`config.mk`:
```
export PLATFORM = sky130hd
export DESIGN_NAME = gray_sweep_ctrl
export DESIGN_NICKNAME = d
export VERILOG_FILES = /design/src/rtl/gray_ctrl_pkg.sv /design/src/rtl/binary_gray.sv /design/src/rtl/gray_sweep_ctrl.sv
export SDC_FILE = /design/constraint.sdc
export NUM_CORES = 1
export LEC_CHECK = 0
export CORE_UTILIZATION = 40
export CTS_CLUSTER_DIAMETER = 150
export DETAILED_ROUTE_END_ITERATION = 8
export PLACE_DENSITY = 0.74
export SLEW_MARGIN = 20
export SYNTH_ARGS = -nofsm -noshare
export SYNTH_HDL_FRONTEND = slang
export SYNTH_SLANG_ARGS = --single-unit
```
`constraint.sdc`:
```
create_clock -name clk -period 5.03 [get_ports clk]
set_input_delay 0.503 -clock clk [delete_from_list [all_inputs] [get_ports clk]]
set_output_delay 0.503 -clock clk [all_outputs]
set_load 0.01 [all_outputs]
```
`src/rtl/gray_ctrl_pkg.sv`:
```
// gray_ctrl_pkg: shared types and constants for the Gray sweep sequencer.
package gray_ctrl_pkg;

   typedef enum logic [1:0] {
      S_IDLE = 2'd0,
      S_RUN  = 2'd1,
      S_DONE = 2'd2
   } state_t;

   localparam logic DIR_UP   = 1'b0;
   localparam logic DIR_DOWN = 1'b1;

endpackage

```
`src/rtl/binary_gray.sv`:
```
// binary_gray: combinational binary to reflected-Gray converter.
module binary_gray #(
   parameter int WIDTH = 4
) (
   input  logic [WIDTH-1:0] b,
   output logic [WIDTH-1:0] g
);

   assign g = b ^ (b >> 1);

endmodule

```
`src/rtl/gray_sweep_ctrl.sv`:
```
// gray_sweep_ctrl: sweeps a binary count over [lo, hi] up or down, one-shot
// or wrapping, and streams each value with its Gray code on valid/ready.
// Optional feature macro GRAY_STEP_CHECK_EN adds a sticky step_err output that
// flags consecutive accepted Gray values differing in other than one bit.
module gray_sweep_ctrl
   import gray_ctrl_pkg::*;
#(
   parameter int WIDTH = 4
) (
   input  logic             clk,
   input  logic             rst,
   input  logic             start,
   input  logic [WIDTH-1:0] lo,
   input  logic [WIDTH-1:0] hi,
   input  logic             dir,
   input  logic             wrap,
   input  logic             abort,
   input  logic             out_ready,
   output logic             out_valid,
   output logic [WIDTH-1:0] out_bin,
   output logic [WIDTH-1:0] out_gray,
   output logic             busy,
   output logic             done,
`ifdef GRAY_STEP_CHECK_EN
   output logic             step_err,
`endif
   output logic             cfg_err
);

   state_t           state;
   logic [WIDTH-1:0] lo_q, hi_q;
   logic             dir_q, wrap_q;
   logic [WIDTH-1:0] nxt_bin, nxt_gray;
   logic             xfer, at_end;

`ifdef GRAY_STEP_CHECK_EN
   logic [WIDTH-1:0] prev_gray;
   logic             chk_arm;   // a previous accepted value exists in this pass
`endif

   assign xfer   = out_valid && out_ready;
   // End test uses the current value, so stepping never runs past 0 or 2^W-1.
   assign at_end = (dir_q == DIR_DOWN) ? (out_bin == lo_q) : (out_bin == hi_q);

   // Next count: start endpoint on load/reload, otherwise one step toward the end.
   always_comb begin
      nxt_bin = out_bin;
      if (state == S_IDLE)
         nxt_bin = (dir == DIR_DOWN) ? hi : lo;
      else if (at_end)
         nxt_bin = (dir_q == DIR_DOWN) ? hi_q : lo_q;
      else if (dir_q == DIR_DOWN)
         nxt_bin = out_bin - WIDTH'(1);
      else
         nxt_bin = out_bin + WIDTH'(1);
   end

   binary_gray #(.WIDTH(WIDTH)) u_b2g (
      .b (nxt_bin),
      .g (nxt_gray)
   );

   // Sequencer FSM; all outputs registered, bin and gray load on the same edge.
   always_ff @(posedge clk) begin
      if (rst) begin
         state     <= S_IDLE;
         lo_q      <= '0;
         hi_q      <= '0;
         dir_q     <= DIR_UP;
         wrap_q    <= 1'b0;
         out_valid <= 1'b0;
         out_bin   <= '0;
         out_gray  <= '0;
         busy      <= 1'b0;
         done      <= 1'b0;
         cfg_err   <= 1'b0;
`ifdef GRAY_STEP_CHECK_EN
         step_err  <= 1'b0;
         prev_gray <= '0;
         chk_arm   <= 1'b0;
`endif
      end else begin
         done    <= 1'b0;
         cfg_err <= 1'b0;
         case (state)
            S_IDLE: begin
               if (start) begin
                  if (lo > hi) begin
                     cfg_err <= 1'b1;
                  end else begin
                     lo_q      <= lo;
                     hi_q      <= hi;
                     dir_q     <= dir;
                     wrap_q    <= wrap;
                     out_bin   <= nxt_bin;
                     out_gray  <= nxt_gray;
                     out_valid <= 1'b1;
                     busy      <= 1'b1;
                     state     <= S_RUN;
`ifdef GRAY_STEP_CHECK_EN
                     chk_arm   <= 1'b0;
`endif
                  end
               end
            end
            S_RUN: begin
`ifdef GRAY_STEP_CHECK_EN
               // A transfer taken together with abort is still checked.
               if (xfer) begin
                  if (chk_arm && ($countones(out_gray ^ prev_gray) != 1))
                     step_err <= 1'b1;
                  prev_gray <= out_gray;
                  chk_arm   <= !(at_end && wrap_q);
               end
`endif
               if (abort) begin
                  state     <= S_IDLE;
                  out_valid <= 1'b0;
                  busy      <= 1'b0;
               end else if (xfer) begin
                  if (!at_end || wrap_q) begin
                     out_bin  <= nxt_bin;
                     out_gray <= nxt_gray;
                  end else begin
                     state     <= S_DONE;
                     out_valid <= 1'b0;
                     busy      <= 1'b0;
                     done      <= 1'b1;
                  end
               end
            end
            S_DONE:  state <= S_IDLE;
            default: state <= S_IDLE;
         endcase
      end
   end

endmodule
```
Word level (Yosys, flattened, before mapping)
Cells that the tools add are included.

storage, ports and cells
  bits in registers = 23
  input port bits = 15

operators by class
  add/subtract/negate cells = 2
  magnitude comparators = 1
  equal/unequal tests = 10
  multiplexer cells = 32
  bitwise gates (word level) = 6
  reductions and logical operators = 11

operators by type and width
  kind                   number
  $mux W4                15
  $pmux W4 S2            2
  $mux W2                5
  $ne A2 B2 Y1 const B   5
  $eq A4 B4 Y1           2
  $mux W1                8
  $ne A3 B3 Y1 const B   2
  $reduce_and A6 Y1      1
  $not A1 Y1             5
  $reduce_and A5 Y1      1
  $add A4 B1 Y4 const B  1
  $gt A4 B4 Y1           1
  $pmux W2 S2            1
  $reduce_and A4 Y1      1
  $reduce_or A4 Y1       1
  $sub A4 B1 Y4 const B  1
  $xor A4 B3 Y4          1
  $reduce_and A3 Y1      1
  $reduce_or A3 Y1       1
  $eq A2 B1 Y1 const B   1
  $logic_not A2 Y1       1
  $pmux W1 S2            1
  $reduce_bool A2 Y1     1
  $logic_and A1 B1 Y1    1
  other kinds (2)        2

Longest topological paths before layout
  depth in word-level cells = 9
  mapped depth = 10

Hierarchy
From an unflattened synthesis, not the netlist that was laid out.

second synthesis, totals
  cells, all modules = 160
  area, all modules = 1376.3 µm²

by module, submodules not included
  module           instances  cells each  area each (µm²)  sequential area each (µm²)
  gray_sweep_ctrl  1          156         1342.5           460.4
  binary_gray      1          4           33.8             0.0

Worst setup path before layout
No wires, ideal clock.

  kind = input to register
  start = input hi[1]
  end = register dir_q
  setup time = 70 ps
  arrival = 2251 ps
  slack = 2708 ps
  stages on the path = 10
  path buffers = 2
  cell sequence = inv_1 ha_1 nor2b_1 o21a_1 o21a_1 o21ai_0 buf_2 buf_1 nand3_1 a21oi_1

on the way
  longest elaborated chain between the ends = 3

RTL lines
  item                                RTL line               text
  from (decl)                         gray_sweep_ctrl.sv:14  input logic [WIDTH-1:0] hi,
  $gt A4 B4 Y1                        gray_sweep_ctrl.sv:88  if (lo > hi) begin
  $not A1 Y1 (no source line)         n/a
  $reduce_and A3 Y1 (no source line)  n/a
  to (signal assigned)                gray_sweep_ctrl.sv:93  dir_q <= dir;
  to (decl)                           gray_sweep_ctrl.sv:32  logic dir_q, wrap_q;

No other way between the ends.
A chain may end at the register's enable or synchronous reset.

Worst setup path in the final report
  start = input hi[1]
  end = register out_gray[2]

on the way
  longest elaborated chain between the ends = 3

RTL lines
  item                                RTL line                text
  $gt A4 B4 Y1                        gray_sweep_ctrl.sv:88
  $ne A2 B2 Y1 (no source line)       n/a
  $reduce_and A6 Y1 (no source line)  n/a
  to (signal assigned)                gray_sweep_ctrl.sv:96   out_gray <= nxt_gray;
  to (signal assigned)                gray_sweep_ctrl.sv:123  out_gray <= nxt_gray;
  to (decl)                           gray_sweep_ctrl.sv:21   output logic [WIDTH-1:0] out_gray,

No other way between the ends.

==> metrics.yaml <==
run_status:
  outcome: "completed"
critical_path:
  cp-start-kind: "input pin"
  reg2reg_from: "dir_q"
  r2r_slack_ns: 2.34
  rr_worst_depth: 6
  cp_max_fo: 14
  cp_data_arrival_time_ns: 3.06
  r2r_end: "busy"
  crit_required_ns: 5.24
  endpoint_kind: "register"
  worstSetupPathType: "input pin to register"
routing:
  drtIter0Drc: 40
  first_pass_iters: 4
  ant_nets: 0
  routed_wl_um: 3424
  vias_per_cell: 5.800
  drc: 0
  vias: 1334
  routedWlPerCell_um: 14.89
floorplanning:
  start_util: 0.4267
  fp.dieW_um: 62.13
  io_pins: 27
  row_count: 21
  die-area_sq_um: 3860
  die_h_um: 62.13
  core_sq_um: 3390
sta:
  setup_slack_ns: 2.177
  finalSetupViolations: 0
  relSlewSlack: 0.5038
  finalClockSkew_ns: 0.003531
  setup_tns_ns: 0
  fin_crit_ns: 2.853
  fmax_mhz: 350.5
  rsz0062_at_grt: "false"
  tightestPinTransition_ns: 0.7419
  fin_crit_sh: 0.5672
  hold_viol: 0
  report.final.slew_viol_count: 0
clock_tree:
  clockBufferDepth: 2
  h-tree-depth: 1
  clk_pin_slew_worst_paths_ns: 0.12
  postCtsHoldBufs: 0
  numCtsBuffers: 3
  cts_root_buf: "clkbuf_4"
  clock_latency_ns: 0.31
  cts_tree: "done"
  postCtsSetupBuffers: 0
  cts_sinks: 22
  cts_resized: 0
synth:
  mappedNetlistNets: 187
  synth-edff-count: 0
  ys.flop_type: "dfxtp_1"
  async_flop_share: 0
  synth.distinct_cells: 40
  yosysTopAreaCell: "dfxtp_1"
  synth_top_cell_area_share: 0.3045
  syn_area_per_cell_sq_um: 8.766
  ys_seq_area_frac: 0.3045
  synthTopCellsByArea: "dfxtp_1 (30%), mux2i_1 (6.2%), a211oi_1 (5.7%), ha_1 (5.2%), nand3_1 (4.8%)"
  syn_inst: 165
  yosys_warnings: 0
  ys_ff_latch: 22
  synth_common_cells: "dfxtp_1 (22), nand3_1 (14), a21oi_1 (13)"
  syn_area_sq_um: 1446
  yosysMostFrequentCell: "dfxtp_1"
global_route:
  grt_pass1_vias: 1203
  antenna_found_initial: 0
  grt_first_pass_wirelength_um: 5630
  grt_util_all_layers: 0.1833
  grt_start_max_net_pins: 22
  overflow: 0
power_and_ir_drop:
  ir_drop_mv: 0.09704
  power_density_nw_per_um2: 276.9
  leakage_nw: 0.6626
worst_hold_path:
  hold_class: "register to register"
  min_path_cells: 2
  hp-start: "hi_q[1]"
  hold_end: "hi_q[1]"
cells_and_area:
  final_nets: 207
  fillers: 308
  drive_gt1_frac: 0.07609
  area_delta_synth_final_pct: 20.76
  antenna_cells: 0
placement:
  dp_hpwl_um: 2604
  io_buffers: 26
  place_worst_setup_slack_ns: 1.898
  place_congestion: 0.8822
run:
  drv_cap: 0
==> power breakdown <==
| part | switching, mW | internal, mW |
|---|---|---|
| clock network | 0.0528 | 0.0442 |
| registers | 0.0197 | 0.189 |
| logic | 0.0957 | 0.0824 |
==> metal layers <==
| layer | share of wire | global-route usage | vias up |
|---|---|---|---|
| met5 | 0 | 0 | - |
| met4 | 0.027 | 0.1047 | 0 |
| met3 | 0.035 | 0.01838 | 10 |
| met2 | 0.48 | 0.3049 | 41 |
| met1 | 0.46 | 0.2304 | 630 |
| li1 | - | - | 653 |
==> final cells by class <==
type / count / area [sq um] / area share
flip-flops and latches: 22 / 440.4 / 0.2521
multi-input cells: 124 / 918.4 / 0.5258
clock buffers: 4 / 36.28 / 0.02077
inverters: 7 / 26.28 / 0.01504
well taps: 46 / 57.56 / 0.03295
repair buffers: 27 / 267.8 / 0.1533
==> cell families (layout without fill, tap and decap cells) <==
logic type                 count (synthesis)  in the layout  synth area share
AOI/OAI and AO/OA                         56             56            0.2768
xor gates and xnor gates                  13             13           0.07872
adders and majority gates                  7              7           0.06574
buffers and inverters                     19             38           0.06055
DFF                                       22             22            0.3045
muxes                                     10             10           0.07007
and+or+nand+nor                           38             38            0.1436
==> how the worst max path moves through the flow <==
stage                from     endpoint  slack (ns)  depth (start not counted)
floorplan           hi[1]        dir_q        2.71                         10
global placement    hi[1]  out_gray[2]        2.07                         10
CTS                 hi[1]  out_gray[2]        2.22                         10
global route        hi[1]  out_gray[2]        2.04                         10
detailed placement  hi[1]  out_gray[2]        1.90                         10
finish              hi[1]  out_gray[2]        2.18                         10
==> cell usage in the layout, fill, tap and decap left out, types with 2 or more instances in the layout <==
master	instances
nor2_1	3
inv_1	7
nand4_1	3
nand2_1	9
xnor2_1	8
a21oi_1	13
o21ai_0	10
o21a_1	3
nor4_1	2
xor2_1	5
a41oi_1	3
dfxtp_1	22
nand3_1	14
clkdlybuf4s50_1	26
ha_1	6
a211oi_1	11
o211a_1	3
a311oi_1	2
a21o_1	2
clkbuf_4	3
a211o_1	2
mux2i_1	9
==> state kept, by name, indices dropped and copies added, names as in the netlist <==
name and cells:
cfg_err 1, out_bin 4, hi_q 4, wrap_q 1, state 2, lo_q 4, dir_q 1, out_gray 3
busy 1, done 1
==> metrics by stage <==
step | instance area, sq um | total power, mW | hold WS [ns] | instances | utilization
floorplan | 1446 | 0.3309 | 0.4571 | 165 | -
global placement | 1710 | 0.3794 | 0.4741 | 226 | 0.5046
detailed placement | 1710 | 0.3883 | 0.4815 | 226 | 0.5046
CTS | 1747 | 0.4851 | 0.4991 | 230 | 0.5153
global route | 1747 | 0.5127 | 0.5255 | 230 | 0.5153
finish | 1747 | 0.4837 | 0.4997 | 230 | 0.5153
==> critical path, stage by stage <==
cell and delay, ns:
clkdlybuf4s50_1 0.51, inv_1 0.06, ha_1 0.29, nor2b_1 0.14, o21a_1 0.17, o21a_1 0.18, o21ai_1 0.50, buf_4 0.31
a211oi_1 0.10, a311oi_1 0.30
No activity file was read; power rests on OpenSTA's default activity.
